$ cat config.mk
export PLATFORM = sky130hd
export DESIGN_NAME = pipe_stage_skid_flat
export DESIGN_NICKNAME = d
export VERILOG_FILES = /design/src/rtl/pipe_pkg.sv /design/src/rtl/pipe_stage_skid_if.sv /design/src/rtl/pipe_stage_skid_en_reg.sv /design/src/rtl/pipe_stage_skid.sv /design/src/flat_wrapper.sv
export SDC_FILE = /design/constraint.sdc
export NUM_CORES = 1
export LEC_CHECK = 0
export CORE_AREA = 2 2 50 70
export DETAILED_ROUTE_END_ITERATION = 7
export DIE_AREA = 0 0 52 72
export SLEW_MARGIN = 15
export SYNTH_ARGS = -nofsm -noshare
export SYNTH_HDL_FRONTEND = slang
export SYNTH_SLANG_ARGS = --single-unit
$ cat constraint.sdc
create_clock -name clk -period 2.2 [get_ports clk]
set_input_delay 0.33 -clock clk [delete_from_list [all_inputs] [get_ports clk]]
set_output_delay 0.33 -clock clk [all_outputs]
set_load 0.02 [all_outputs]
$ cat src/rtl/pipe_pkg.sv
// Shared types and constants for the valid/ready pipeline stage with skid buffer.
package pipe_pkg;

    localparam int PIPE_CNT_W = 2;

    // 2'd3 is unused; the stage steers it back to EMPTY.
    typedef enum logic [1:0] {
        EMPTY = 2'd0,
        BUSY  = 2'd1,
        FULL  = 2'd2
    } pipe_state_e;

    function automatic logic [PIPE_CNT_W-1:0] state_count(input pipe_state_e s);
        logic [PIPE_CNT_W-1:0] c;
        case (s)
            BUSY:    c = 2'd1;
            FULL:    c = 2'd2;
            default: c = 2'd0;
        endcase
        return c;
    endfunction

endpackage

$ cat src/rtl/pipe_stage_skid_if.sv
// Upstream and downstream valid/ready handshake of one pipeline stage.
interface pipe_stage_skid_if #(
    parameter int WIDTH = 8
);
    logic             in_valid;
    logic             in_ready;
    logic [WIDTH-1:0] in_data;
    logic             out_valid;
    logic             out_ready;
    logic [WIDTH-1:0] out_data;

    // master: the environment around the stage (producer and consumer).
    modport master (
        output in_valid, in_data, out_ready,
        input  in_ready, out_valid, out_data
    );

    // slave: the stage itself.
    modport slave (
        input  in_valid, in_data, out_ready,
        output in_ready, out_valid, out_data
    );
endinterface

$ cat src/rtl/pipe_stage_skid_en_reg.sv
// WIDTH-bit register with load enable and synchronous active-low reset to RESET_VAL.
module en_reg #(
    parameter int               WIDTH     = 8,
    parameter logic [WIDTH-1:0] RESET_VAL = '0
) (
    input  logic             clk,
    input  logic             reset,
    input  logic             en_i,
    input  logic [WIDTH-1:0] d_i,
    output logic [WIDTH-1:0] q_o
);

    logic [WIDTH-1:0] data_q;

    // NOTE: sequential state uses <= so every flop samples pre-edge values.
    always_ff @(posedge clk) begin
        if (!reset) begin
            data_q <= RESET_VAL;
        end else if (en_i) begin
            data_q <= d_i;
        end
    end

    assign q_o = data_q;

endmodule

$ cat src/rtl/pipe_stage_skid.sv
// Pipeline register stage with valid/ready handshake, one-entry skid buffer and flush.
module pipe_stage_skid
    import pipe_pkg::*;
#(
    parameter int               WIDTH     = 8,
    parameter logic [WIDTH-1:0] RESET_VAL = '0
) (
    input  logic                  clk,
    input  logic                  reset,
    input  logic                  flush,
    pipe_stage_skid_if.slave      bus,
    output logic [PIPE_CNT_W-1:0] count
);

    pipe_state_e           state_q, state_d;
    logic                  out_valid_q;
    logic                  in_ready_q;
    logic [PIPE_CNT_W-1:0] count_q;

    logic [WIDTH-1:0]      main_q, main_d, skid_q;
    logic                  main_en, skid_en;
    logic                  in_fire, out_fire;

    assign in_fire  = bus.in_valid & in_ready_q;
    assign out_fire = out_valid_q & bus.out_ready;

    // NOTE: every always_comb output gets a default first, so no path can infer a latch.
    always_comb begin
        state_d = state_q;
        main_en = 1'b0;
        skid_en = 1'b0;
        main_d  = bus.in_data;

        if (flush) begin
            state_d = EMPTY;
        end else begin
            case (state_q)
                EMPTY: begin
                    if (in_fire) begin
                        main_en = 1'b1;
                        state_d = BUSY;
                    end
                end
                BUSY: begin
                    if (in_fire && out_fire) begin
                        main_en = 1'b1;
                    end else if (in_fire) begin
                        skid_en = 1'b1;
                        state_d = FULL;
                    end else if (out_fire) begin
                        state_d = EMPTY;
                    end
                end
                FULL: begin
                    // Downstream drained main: the older skid entry moves up.
                    if (out_fire) begin
                        main_en = 1'b1;
                        main_d  = skid_q;
                        state_d = BUSY;
                    end
                end
                default: state_d = EMPTY;
            endcase
        end
    end

    // Handshake outputs come from their own flops, fed by the decode of the next state.
    always_ff @(posedge clk) begin
        if (!reset) begin
            state_q     <= EMPTY;
            out_valid_q <= 1'b0;
            in_ready_q  <= 1'b1;
            count_q     <= '0;
        end else begin
            state_q     <= state_d;
            out_valid_q <= (state_d != EMPTY);
            in_ready_q  <= (state_d != FULL);
            count_q     <= state_count(state_d);
        end
    end

    en_reg #(
        .WIDTH     (WIDTH),
        .RESET_VAL (RESET_VAL)
    ) u_main (
        .clk   (clk),
        .reset (reset),
        .en_i  (main_en),
        .d_i   (main_d),
        .q_o   (main_q)
    );

    en_reg #(
        .WIDTH     (WIDTH),
        .RESET_VAL (RESET_VAL)
    ) u_skid (
        .clk   (clk),
        .reset (reset),
        .en_i  (skid_en),
        .d_i   (bus.in_data),
        .q_o   (skid_q)
    );

    assign bus.in_ready  = in_ready_q;
    assign bus.out_valid = out_valid_q;
    assign bus.out_data  = main_q;
    assign count         = count_q;

    a_count_range: assert property (@(posedge clk) disable iff (!reset)
        count_q <= 2'd2);
    a_ready_vs_count: assert property (@(posedge clk) disable iff (!reset)
        in_ready_q == (count_q != 2'd2));
    a_valid_vs_count: assert property (@(posedge clk) disable iff (!reset)
        out_valid_q == (count_q != 2'd0));

endmodule

$ cat src/flat_wrapper.sv
// flat-port wrapper written by rule: the top's interface ports become plain ports
module pipe_stage_skid_flat import pipe_pkg::*;
#(
    parameter int               WIDTH     = 8,
    parameter logic [WIDTH-1:0] RESET_VAL = '0
)
  (clk, reset, flush, count, bus_in_valid, bus_in_data, bus_out_ready, bus_in_ready, bus_out_valid, bus_out_data);
  pipe_stage_skid_if #(.WIDTH(WIDTH)) bus_i ();
  input  logic clk;
  input  logic reset;
  input  logic flush;
  output logic [PIPE_CNT_W-1:0] count;
  input wire logic [$bits(bus_i.in_valid)-1:0] bus_in_valid;
  input wire logic [$bits(bus_i.in_data)-1:0] bus_in_data;
  input wire logic [$bits(bus_i.out_ready)-1:0] bus_out_ready;
  output wire logic [$bits(bus_i.in_ready)-1:0] bus_in_ready;
  output wire logic [$bits(bus_i.out_valid)-1:0] bus_out_valid;
  output wire logic [$bits(bus_i.out_data)-1:0] bus_out_data;
  assign bus_i.in_valid = bus_in_valid;
  assign bus_i.in_data = bus_in_data;
  assign bus_i.out_ready = bus_out_ready;
  assign bus_in_ready = bus_i.in_ready;
  assign bus_out_valid = bus_i.out_valid;
  assign bus_out_data = bus_i.out_data;
  pipe_stage_skid #(.WIDTH(WIDTH), .RESET_VAL(RESET_VAL)) u_core (.clk(clk), .reset(reset), .flush(flush), .bus(bus_i), .count(count));
endmodule
==> impl_metrics.csv <==
group,metric,value,unit
logic_synthesis,seq_area_frac_synth,0.396,
logic_synthesis,ys_async_sr_fraction,0,
clock_tree,postCtsSetupBuffers,0,
worst_setup_path,cpPeakStageDelay,0.62,ns
finish,area_delta_synth_final,23.4,%
worst_setup_path,slowest_stage,"clkdlybuf4s50_1",
worst_setup_path,cp.required,2.36,ns
worst_setup_path,end_kind,"register",
logic_synthesis,ys.flop_type,"dfxtp_1",
place,dpl_cell_area,1320,µm²
timing,min_period,1.77,ns
finish,finish.instance_area,1370,µm²
timing,finClkSkew,0.00644,ns
detailed_routing,drt_iter0_drc,79,
clock_tree,post_cts_resized,0,
run_status,outcome,"completed",
logic_synthesis,syn_area,1110,µm²
clock_tree,path_clk_slew,0.08,ns
timing,hold_viol,0,
logic_synthesis,ys_types,29,
timing,rsz0062_at_grt,"false",
worst_setup_path,path_max_fanout,18,
floorplanning,chipWidth,52,µm
pwr,vdd_drop_max,0.000260,V
floorplanning,num_rows,24,
detailed_routing,wl_per_cell,15.6,µm
worst_setup_path,worst-path-buf-inv,1,
logic_synthesis,syn_inst,116,
detailed_routing,drt_pass1_iterations,4,
finish,antenna_cells,0,
worst_setup_path,reg2reg_from,"u_core.bus.out_valid",
floorplanning,design.portCount,25,
global_route,antenna_found_initial,0,
worst_setup_path,rr_worst_depth,3,
clock_tree,clock_sinks,22,
clock_tree,cts_buffers,3,
logic_synthesis,ys_top_cells_by_count,"dfxtp_1 (22), a221oi_1 (10), a21oi_1 (9), o21ai_0 (9)",
detailed_routing,ant_nets,0,
worst_setup_path,start_kind,"input port",
clock_tree,tritoncts,"built",
logic_synthesis,yosysTopAreaCell,"dfxtp_1",
clock_tree,clock_path_buffers,2,
detailed_routing,drc,0,
min_path,min_from,"u_core.u_skid.q_o[6]",
min_path,hp-class,"reg -> reg",
min_path,holdPathEnd,"u_core.u_skid.q_o[6]",
timing,worstMarginPinSlew,0.583,ns
worst_setup_path,arrival,1.94,ns
place,portBuffers,24,
finish,drive_above_1_share,0.0902,
worst_setup_path,rrSetupSlack,0.61,ns
timing,drv_slew,0,
place,place_congestion,0.778,
pwr,p_total,873,µW
global_route,overflow,0,
logic_synthesis,synth_edf_count,0,
global_route,grt_max_degree,29,
floorplanning,die_h,72,µm
timing,slew_headroom,0.612,
floorplanning,start_util,0.360,
worst_setup_path,setup.worst_path.class,"in -> reg",
logic_synthesis,synth_area_leaders,"dfxtp_1 (40%), a221oi_1 (7.9%), a311oi_1 (6.3%)",
detailed_routing,vias,1033,
worst_setup_path,critPathTopFamily,"compound AO/OA/AOI/OAI gates",
place,dp.cells,168,
timing,setup_viol,0,
finish,fill_cells,321,
min_path,holdPathStages,2,
finish,seqCellArea,440,µm²
finish,final_cells,172,
finish,multi_input_area,558,µm²
clock_tree,htree_num_levels,1,
clock_tree,cts-root-buf,"clkbuf_8",
global_route,grt_pass1_vias,948,
place,dp_hpwl,1.81,mm
detailed_routing,viasPerCell,6.01,
pwr,power.density,636,nW/µm²
global_route,grtUsageTotal,0.153,
worst_setup_path,path_cells,"clkdlybuf4s50_1 -> a21bo_1 -> a221oi_1 -> a311oi_1",
logic_synthesis,synth_top_area_frac,0.396,
pwr,power.leakage,0.000435,µW
logic_synthesis,synth_nets,129,
floorplanning,die_area,3740,µm²
worst_setup_path,reg2reg_to,"u_core.u_main.q_o[5]",
timing,setup_tns,0,ns
detailed_routing,drt_wl_total,2.68,mm
logic_synthesis,yosysMostFrequentCell,"dfxtp_1",
logic_synthesis,yosysWarnings,0,
timing,max_freq,565,MHz
clock_tree,cts_hold_buf,0,
global_route,grt_pass1_wl,4.51,mm
floorplanning,core_area,3090,µm²
clock_tree,clock_latency,0.26,ns
finish,layout.nets,147,
job,max_cap_violations,0,
logic_synthesis,synth-seq-cells,22,
timing,finalCritPeriodShare,0.805,
logic_synthesis,synth_area_per_cell,9.59,µm²
==> state kept, by name (all words and copies together) (netlist names) <==
register and count:
u_core.bus.in_ready 1, u_core.bus.out_valid 1, u_core.count 2, u_core.state_q 2, u_core.u_main.q_o 8, u_core.u_skid.q_o 8
==> report_power, final <==
| group | switching [µW] | total [µW] | leakage, µW | internal [µW] |
|---|---|---|---|---|
| Clock | 132 | 292 | 0.0000288 | 159 |
| Sequential | 11.3 | 426 | 0.000179 | 415 |
| Combinational | 82.6 | 155 | 0.000227 | 72.4 |
==> cell usage in the layout (no fill, tap or decap) <==
| cell type | count |
|---|---|
| a21bo_1 | 1 |
| a21boi_2 | 1 |
| a21o_2 | 1 |
| a21oi_1 | 9 |
| a221o_1 | 1 |
| a221oi_1 | 10 |
| a22o_4 | 1 |
| a311oi_1 | 8 |
| and3b_2 | 1 |
| and4b_1 | 1 |
| and4bb_1 | 1 |
| buf_4 | 3 |
| clkbuf_8 | 4 |
| clkdlybuf4s50_1 | 24 |
| dfxtp_1 | 22 |
| inv_1 | 1 |
| inv_2 | 1 |
| nand2_1 | 4 |
| nand3_1 | 8 |
| nand3b_1 | 1 |
| nand4_1 | 8 |
| nand4b_1 | 1 |
| o2111a_1 | 2 |
| o21ai_0 | 9 |
| o31ai_1 | 8 |
| or2b_1 | 1 |
| xnor2_1 | 1 |
==> routing by layer <==
layer  part of all wire  vias up  wire (µm)  track usage
li1                   -      505          -            -
met1               0.45      496       1210        0.210
met2               0.50       30       1350        0.245
met3              0.038        2        101       0.0185
met4             0.0071        0         19       0.0526
met5                  0        -          0            0
==> through the flow <==
stage / hold slack (ns) / setup WS (ns) / util
floorplan: 0.449 / 0.780 / -
global placement: 0.456 / 0.198 / 0.426
detailed placement: 0.461 / 0.170 / 0.426
CTS: 0.477 / 0.443 / 0.444
global route: 0.489 / 0.283 / 0.444
finish: 0.482 / 0.429 / 0.444
==> worst max-delay path by stage <==
stage,startpoint,end,cells after the start
floorplan,u_core.bus.out_valid,u_core.u_main.q_o[5],6
global placement,bus_out_ready,u_core.u_main.q_o[5],4
detailed placement,bus_out_ready,u_core.u_main.q_o[5],4
CTS,u_core.bus.out_valid,bus_out_valid,1
global route,bus_out_ready,u_core.u_main.q_o[4],4
finish,bus_out_ready,u_core.u_main.q_o[5],4
==> tightest hold or removal path, stage by stage (launching register included) <==
cell and delay, ns:
dfxtp_1 0.31, o31ai_1 0.06, a21oi_1 0.06
==> area by class of cell <==
cell class | instances | share of cell area
multi-input combinational | 78 | 0.407
sequential | 22 | 0.321
timing repair buffer | 27 | 0.191
clock buffer | 4 | 0.0401
tap | 39 | 0.0356
inverter | 2 | 0.00547
==> kinds of logic (layout without fill, tap and decap cells) <==
kind of cell / after synthesis / count (layout) / share of synthesized area
AOI/OAI and AO/OA: 51 / 51 / 0.349
and+or+nand+nor: 26 / 26 / 0.145
DFF: 22 / 22 / 0.396
buffers and inverters: 16 / 33 / 0.102
xor gates and xnor gates: 1 / 1 / 0.00788
No activity file was read; power rests on OpenSTA's default activity.
